$ cat config.mk
export PLATFORM = sky130hd
export DESIGN_NAME = fifo_read_streamer_flat
export DESIGN_NICKNAME = d
export VERILOG_FILES = /design/src/rtl/fifo_read_streamer_if.sv /design/src/rtl/fifo_read_streamer.sv /design/src/flat_wrapper.sv
export SDC_FILE = /design/constraint.sdc
export NUM_CORES = 1
export LEC_CHECK = 0
export CORE_ASPECT_RATIO = 1.4
export CORE_MARGIN = 5
export CORE_UTILIZATION = 45
export DETAILED_ROUTE_END_ITERATION = 7
export DONT_BUFFER_PORTS = 1
export PLACE_DENSITY_LB_ADDON = 0.3
export SKIP_LAST_GASP = 1
export SLEW_MARGIN = 30
export SYNTH_ARGS = -nofsm -noshare
export SYNTH_HDL_FRONTEND = slang
export SYNTH_SLANG_ARGS = --single-unit
$ cat constraint.sdc
create_clock -name rd_clk -period 4.2 [get_ports rd_clk]
set_clock_uncertainty 0.1 [all_clocks]
set_input_delay 0.42 -clock rd_clk [delete_from_list [all_inputs] [get_ports rd_clk]]
set_output_delay 0.42 -clock rd_clk [all_outputs]
set_load 0.02 [all_outputs]
$ cat src/rtl/fifo_read_streamer_if.sv
`default_nettype none
// ============================================================================
// fifo_read_streamer_if : FIFO read port + valid/ready output stream bundle
// Revision: 1.0
// ============================================================================
interface fifo_read_streamer_if #(
  parameter int DATA_WIDTH = 8
);
  logic                  fifo_empty;
  logic [DATA_WIDTH-1:0] fifo_data;
  logic                  fifo_rd_en;
  logic [DATA_WIDTH-1:0] out_data;
  logic                  out_valid;
  logic                  out_ready;

  modport master (
    input  fifo_empty,
    input  fifo_data,
    input  out_ready,
    output fifo_rd_en,
    output out_data,
    output out_valid
  );

  modport slave (
    output fifo_empty,
    output fifo_data,
    output out_ready,
    input  fifo_rd_en,
    input  out_data,
    input  out_valid
  );
endinterface
`default_nettype wire

$ cat src/rtl/fifo_read_streamer.sv
`default_nettype none
// ============================================================================
// fifo_read_streamer : pops an async FIFO read port into a 2-entry skid stream
// Revision: 1.0
// ============================================================================
module fifo_read_streamer #(
  parameter int DATA_WIDTH = 8,
  parameter int CNT_WIDTH  = 16
) (
  input  logic                  rd_clk,
  input  logic                  rst,
  input  logic                  enable,
  fifo_read_streamer_if.master  bus,
  output logic [CNT_WIDTH-1:0]  word_count,
  output logic                  busy
);

  localparam logic [1:0] c_occ_empty = 2'd0;
  localparam logic [1:0] c_occ_one   = 2'd1;
  localparam logic [1:0] c_occ_two   = 2'd2;

  logic                  r_inflight;
  logic [1:0]            r_occ;
  logic [DATA_WIDTH-1:0] r_entry0;
  logic [DATA_WIDTH-1:0] r_entry1;
  logic [CNT_WIDTH-1:0]  r_word_count;

  logic                  w_push;
  logic                  w_pop;
  logic [2:0]            w_committed;
  logic                  w_rd_en;

  assign w_push = r_inflight;
  assign w_pop  = (r_occ != c_occ_empty) & bus.out_ready;

  // Counting the same-cycle pop lets a read issue behind a departing head,
  // which sustains one word per cycle while still bounding occ+inflight to 2.
  assign w_committed = {1'b0, r_occ} + {2'b00, r_inflight} - {2'b00, w_pop};
  assign w_rd_en     = enable & ~bus.fifo_empty & ~rst & (w_committed < 3'd2);

  always_ff @(posedge rd_clk or posedge rst) begin
    if (rst) begin
      r_inflight   <= 1'b0;
      r_occ        <= c_occ_empty;
      r_entry0     <= '0;
      r_entry1     <= '0;
      r_word_count <= '0;
    end else begin
      r_inflight <= w_rd_en;
      if (w_pop) begin
        r_word_count <= r_word_count + {{(CNT_WIDTH-1){1'b0}}, 1'b1};
      end
      case (r_occ)
        c_occ_empty: begin
          if (w_push) begin
            r_entry0 <= bus.fifo_data;
            r_occ    <= c_occ_one;
          end
        end
        c_occ_one: begin
          if (w_push && w_pop) begin
            r_entry0 <= bus.fifo_data;
          end else if (w_push) begin
            r_entry1 <= bus.fifo_data;
            r_occ    <= c_occ_two;
          end else if (w_pop) begin
            r_occ <= c_occ_empty;
          end
        end
        c_occ_two: begin
          if (w_pop) begin
            r_entry0 <= r_entry1;
            if (w_push) begin
              r_entry1 <= bus.fifo_data;
            end else begin
              r_occ <= c_occ_one;
            end
          end
        end
        default: r_occ <= c_occ_empty;
      endcase
    end
  end

`ifndef SYNTHESIS
  // A capture arriving while both entries are full would be lost.
  always @(posedge rd_clk) begin
    if (!rst) begin
      assert (!(r_occ == c_occ_two && w_push));
    end
  end
`endif

  assign bus.fifo_rd_en = w_rd_en;
  assign bus.out_valid  = (r_occ != c_occ_empty);
  assign bus.out_data   = r_entry0;
  assign word_count     = r_word_count;
  assign busy           = r_inflight | (r_occ != c_occ_empty);

endmodule
`default_nettype wire
$ cat src/flat_wrapper.sv
// flat-port wrapper written by rule: the top's interface ports become plain ports
module fifo_read_streamer_flat 
#(
  parameter int DATA_WIDTH = 8,
  parameter int CNT_WIDTH  = 16
)
  (rd_clk, rst, enable, word_count, busy, bus_fifo_empty, bus_fifo_data, bus_out_ready, bus_fifo_rd_en, bus_out_data, bus_out_valid);
  fifo_read_streamer_if #(.DATA_WIDTH(DATA_WIDTH)) bus_i ();
  input  logic rd_clk;
  input  logic rst;
  input  logic enable;
  output logic [CNT_WIDTH-1:0] word_count;
  output logic busy;
  input wire logic [$bits(bus_i.fifo_empty)-1:0] bus_fifo_empty;
  input wire logic [$bits(bus_i.fifo_data)-1:0] bus_fifo_data;
  input wire logic [$bits(bus_i.out_ready)-1:0] bus_out_ready;
  output wire logic [$bits(bus_i.fifo_rd_en)-1:0] bus_fifo_rd_en;
  output wire logic [$bits(bus_i.out_data)-1:0] bus_out_data;
  output wire logic [$bits(bus_i.out_valid)-1:0] bus_out_valid;
  assign bus_i.fifo_empty = bus_fifo_empty;
  assign bus_i.fifo_data = bus_fifo_data;
  assign bus_i.out_ready = bus_out_ready;
  assign bus_fifo_rd_en = bus_i.fifo_rd_en;
  assign bus_out_data = bus_i.out_data;
  assign bus_out_valid = bus_i.out_valid;
  fifo_read_streamer #(.DATA_WIDTH(DATA_WIDTH), .CNT_WIDTH(CNT_WIDTH)) u_core (.rd_clk(rd_clk), .rst(rst), .enable(enable), .bus(bus_i), .word_count(word_count), .busy(busy));
endmodule
==> results of run 1 <==
## cell families after synthesis
logic type	synth area share, %
flops	51.1
simple gates	12.1
mux	17.6
buf+inv	2.26
xor+xnor	8.69
fa+ha+maj	5.55
compound gates	2.70
## placed cells by master, fill, tap and decap left out, types with 2 or more instances in the layout
cell type and n:
and4_1 2, mux2_2 25, inv_1 6, nand3_1 5, xor2_1 4, nand2_1 11, dfrtp_1 35, clkbuf_8 5
ha_1 6, mux2i_1 2, buf_4 2, xnor2_1 13, nor2_1 6, nand4_1 3
## power by group through the flow
stage,Sequential (mW),Clock [mW],Combinational [mW]
floorplan,0.611,0,0.342
global placement,0.634,0,0.384
detailed placement,0.641,0,0.402
CTS,0.635,0.248,0.406
global route,0.650,0.267,0.445
finish,0.632,0.238,0.401
## layout make-up
cell class,count,area share (%)
clock buffer,6,3.92
inverter,6,1.22
sequential,35,47.4
clock inverter,2,0.677
multi-input combinational,93,43.2
timing repair buffer,2,0.812
tap,42,2.84
## sequential cells by signal, summed over array words and instances (netlist names)
signal               flops
u_core.bus.out_data      8
u_core.r_entry1          8
u_core.r_inflight        1
u_core.r_occ             2
u_core.word_count       16
## final timing paths
check | to | cells after the start
worst min-delay path | u_core.r_entry1[2] | 1
worst min register to register | u_core.r_entry1[5] | 1
worst max register to register | u_core.r_inflight | 8
worst max-delay path | bus_fifo_rd_en | 9
max in group asynchronous | u_core.word_count[13] | 2
min in group rd_clk | u_core.r_inflight | 1
## layer usage
metal	up-vias	part of all wire, %
li1	475	-
met1	536	39
met2	32	51
met3	7	7.3
met4	0	2.1
met5	-	0
## stage by stage
step	power, mW	area, um2	instances
final	1.27	1850	186
after global routing	1.36	1850	186
after CTS	1.29	1850	186
after detailed placement	1.04	1760	178
after global placement	1.02	1760	178
after floorplan	0.953	1710	136
==> qor.csv, run 1 <==
metric,value,unit
status,"finished, final reports clean",
path_buf_inv,2,
crit_chain,"inv_1, ha_1, nor2b_1, xnor2_1, nand2_1, fa_1, nand2_1, nor4_1, buf_4",
grt_pass1_vias,1130,
n_antenna_cell,0,
max_freq,300,MHz
crit_path_end_kind,primary output,
numClockSinks,35,
internal_power,0.770,mW
dp_hpwl,2.38,mm
synth_area_leaders,"dfrtp_1, mux2_2, xnor2_1",
synthMostInstantiatedCell,dfrtp_1,
netlist_instances,136,
p_seq_share,49.7,%
crit_family,simple AND/OR/NAND/NOR gates,
fillers,337,
max_cap_viol_count,0,
multi_input_area,798,um2
grt_max_degree,19,
top_usage_layer,met2,
synth-edff-count,0,
synth_seq_cells,35,
setup_tns,0,ns
period_share,79.3,%
post-place-ws,1.17,ns
use_met2,21.4,%
syn_nets,156,
ctsResizeCount,0,
drc,0,
first_pass_iters,4,
cp-startpoint,u_core.r_occ[1],
wl_per_cell,17.1,um
cts_setup_buffers,0,
row_count,26,
clk_path_buf_depth,2,
cts_tree,done,
overflow,0,
cp.arrival,2.81,ns
crit_type,flip-flop to primary output,
clk_pin_slew,0.07,ns
antenna_found_initial,0,
setup_viol,0,
numPortBuffers,0,
syn_area,1710,um2
drive_gt1_share,27.1,%
relSlewSlack,56.3,%
fin_nets,163,
fin_util,50.3,%
regArea,876,um2
path_common_cell,nand2_1,
pin_count,40,
met3_usage,6.08,%
yosysWarnings,0,
net-switching-power,0.501,mW
leakage,0.807,nW
cts_hold_buf,0,
numCtsBuffers,5,
rsz0062_at_grt,false,
insertion_delay,0.29,ns
hold_violations,0,
start_util,46.6,%
holdWs,0.00412,ns
vias,1050,
synth_cell_type_count,30,
coreArea,3680,um2
r2r_slack,1.66,ns
drt_iter0_markers,32,
yosysTopAreaCell,dfrtp_1,
synthToLayoutAreaGrowth,7.96,%
crit_fanout,5,
routabilityCongestion,0.880,
slew_violations,0,
cts_root_buf,clkbuf_8,
p_clk_share,18.8,%
p_sw_share,39.4,%
worstMarginPinSlew,0.655,ns
ant_nets,0,
start_kind,flip-flop,
seq_area_frac_synth,51.1,%
crit_path_max_incr_delay,0.50,ns
grt_use_met1,14.6,%
post-route-min-period,3.33,ns
wl,3.18,mm
die_y,83,um
grt_use_total,13.3,%
die_area,5160,um2
via_per_inst,5.65,
h-tree-depth,2,
p_per_area,687,nW/um2
critPathRequiredTime,3.68,ns
hp-class,primary input to async pin,
reg2reg_from,u_core.r_occ[1],
synth_area_per_cell,12.6,um2
critPathSlowestCell,fa_1,
synth.top_cell.area_share,51.1,%
yosys-top-cells-count,"dfrtp_1, mux2_2, xnor2_1",
grt_pass1_wl,5.49,mm
synthFlopType,dfrtp_1,
async_reset_ff_share,100,%
combPwrFrac,31.5,%
final.setup.worst_slack,0.870,ns
die_x,62.1,um
ir_worst_vdd,418,uV
(Power assumes the default switching activity.)
==> run 2: changes to the inputs <==
--- a/config.mk
+++ b/config.mk
@@ -5,6 +5,7 @@
 export SDC_FILE = /design/constraint.sdc
 export NUM_CORES = 1
 export LEC_CHECK = 0
+export ABC_AREA = 1
 export CORE_ASPECT_RATIO = 1.4
 export CORE_MARGIN = 5
 export CORE_UTILIZATION = 45
==> constraint.sdc (replaced) <==
create_clock -name rd_clk -period 3 [get_ports rd_clk]
set_clock_uncertainty 0.1 [all_clocks]
set_input_delay 0.3 -clock rd_clk [delete_from_list [all_inputs] [get_ports rd_clk]]
set_output_delay 0.3 -clock rd_clk [all_outputs]
set_load 0.02 [all_outputs]
==> qor.csv, run 2 <==
metric,value,unit
status,"finished, final reports clean",
synth_area_leaders,"dfrtp_1, nand2_1, inv_1",
synthToLayoutAreaGrowth,8.53,%
placed_area,1970,um2
ant_nets,0,
placed_cells,271,
start_util,46.1,%
hold_violations,0,
max_freq,352,MHz
grt_pass1_wl,6.42,mm
leakage,1.00,nW
seq_area_frac_synth,45.2,%
instances_no_fill,281,
h-tree-depth,2,
start_kind,flip-flop,
syn_nets,248,
crit_path_max_incr_delay,0.48,ns
wl_per_cell,13.8,um
numClockSinks,35,
regArea,877,um2
period_share,94.8,%
coreArea,4200,um2
max_cap_viol_count,0,
cp-startpoint,u_core.r_occ[1],
row_count,28,
n_antenna_cell,0,
crit_cells,10,
largest_reg_flops,16,
synthMostInstantiatedCell,nand2_1,
die_y,87.6,um
vias,1446,
ff2ff_path_depth,9,
cts_tree,done,
ir_worst_vdd,408,uV
grt_use_total,14.9,%
cp.arrival,2.44,ns
crit_family,adder cells,
die_area,5730,um2
fillers,394,
via_per_inst,5.15,
layout_common_cells,"nand2_1, dfrtp_1, inv_1",
overflow,0,
power.total,1.85,mW
path_buf_inv,3,
hp-class,primary input to flip-flop,
drive_gt1_share,17.4,%
yosysWarnings,0,
antenna_found_initial,0,
reg2reg_from,u_core.r_occ[1],
synthFlopType,dfrtp_1,
routabilityCongestion,0.851,
drc,0,
synth_seq_cells,35,
numPortBuffers,0,
crit_path_end_kind,primary output,
clk_pin_slew,0.06,ns
setup_viol,0,
synth_cell_type_count,30,
postLayoutCellArea,2100,um2
final_common_cell,nand2_1,
post-route-min-period,2.84,ns
dp_hpwl,2.81,mm
yosysTopAreaCell,dfrtp_1,
min_path_cells,2,
worstMarginPinSlew,0.670,ns
slew_violations,0,
crit_fanout,6,
clk_path_buf_depth,2,
die_x,65.4,um
relSlewSlack,55.3,%
worstHoldStart,bus_fifo_data[7],
synth.top_cell.area_share,45.2,%
fin_nets,256,
syn_area,1940,um2
crit_type,flip-flop to primary output,
cts_root_buf,clkbuf_8,
wl,3.87,mm
numCtsBuffers,5,
critPathSlowestCell,fa_1,
yosys-top-cells-count,"nand2_1, dfrtp_1, inv_1",
synth_area_per_cell,8.49,um2
p_per_area,880,nW/um2
grt_max_degree,36,
crit_chain,"inv_1, ha_1, inv_1, nand2_2, nand2_1, nand3_1, fa_1, nand2_1, nor4_4, buf_4",
multi_input_area,922,um2
first_pass_iters,4,
grt_pass1_vias,1409,
pin_count,40,
synth-edff-count,0,
critPathRequiredTime,2.60,ns
async_reset_ff_share,100,%
insertion_delay,0.29,ns
netlist_instances,228,
drt_iter0_markers,93,
[run 2: changes by cell type in the layout (fill, tap and decap cells not counted), sizes merged, moves of 2 or more]
cell | before | now
and4 | 2 | 0
dlygate4sd3 | 0 | 2
o21ai | 1 | 26
inv | 6 | 31
xnor2 | 13 | 2
mux2 | 25 | 0
nor2 | 6 | 14
nor3 | 1 | 6
nand4 | 3 | 6
xor2 | 4 | 7
nand2 | 12 | 73
nand3 | 5 | 11
[run 2: report_power, final]
| part | internal [mW] | switching (mW) | leakage, nW | total, mW |
|---|---|---|---|---|
| logic | 0.233 | 0.415 | 0.519 | 0.648 |
| registers | 0.629 | 0.232 | 0.438 | 0.861 |
| clock network | 0.180 | 0.162 | 0.0470 | 0.342 |
[run 2: cells by family after synthesis]
family,count (synthesis),synth area share [%]
AOI/OAI and AO/OA,28,9.56
and+or+nand+nor,113,27.6
adders and majority gates,7,4.91
buffers and inverters,35,8.07
DFF,35,45.2
muxes,1,0.517
xor gates and xnor gates,9,4.07
[run 2: metrics by stage]
stage          hold slack, ns  util, %   TNS, ns  setup WS [ns]
3_5_place_dp            0.219     46.8         0          0.350
3_3_place_gp            0.223     46.8         0          0.453
2_1_floorplan           0.317        -         0          0.268
6_report               0.0289     50.0         0          0.156
5_1_grt                0.0220     50.0  -0.00975       -0.00975
4_1_cts                0.0241     49.4         0         0.0438
[run 2: timing repair]
action | CTS | global route
endpoints found under the hold margin | 36 | 0
setup endpoints to repair | 0 | 1
setup buffers | 0 | 1
gates resized for setup | 0 | 4
hold buffers | 2 | 0
[run 2: final timing paths]
| path | end | slack, ns |
|---|---|---|
| setup / recovery | bus_fifo_rd_en | 0.16 |
| hold / removal | u_core.r_entry1[7] | 0.03 |
| setup reg to reg | u_core.r_inflight | 0.83 |
| hold reg to reg | u_core.r_entry1[7] | 0.41 |
| max in group asynchronous | u_core.r_occ[1] | 1.93 |
| min in group asynchronous | u_core.word_count[1] | 0.54 |
[run 2: worst register-to-register path, stage by stage, from the launching register on]
cell and delay, ns:
dfrtp_2 0.43, inv_1 0.10, ha_1 0.22, inv_1 0.12, nand2_2 0.10, nand2_1 0.07, nand3_1 0.09, fa_1 0.48
nand2_1 0.09, nor4_4 0.26
[run 2: layout make-up]
cell class,count,share of cell area (%)
flip-flops and latches,35,41.7
inverters,31,5.54
well taps,45,2.68
repair buffers,5,2.02
clock inverters,1,0.238
multi-input cells,158,43.9
clock buffers,6,3.93
[run 2: metal layers]
layer  up-vias  track usage [%]  part of all wire, %
li1        735                -                    -
met1       659             15.9                   38
met2        40             24.9                   53
met3        12             5.65                  6.6
met4         0             8.68                  3.3
met5         -                0                    0
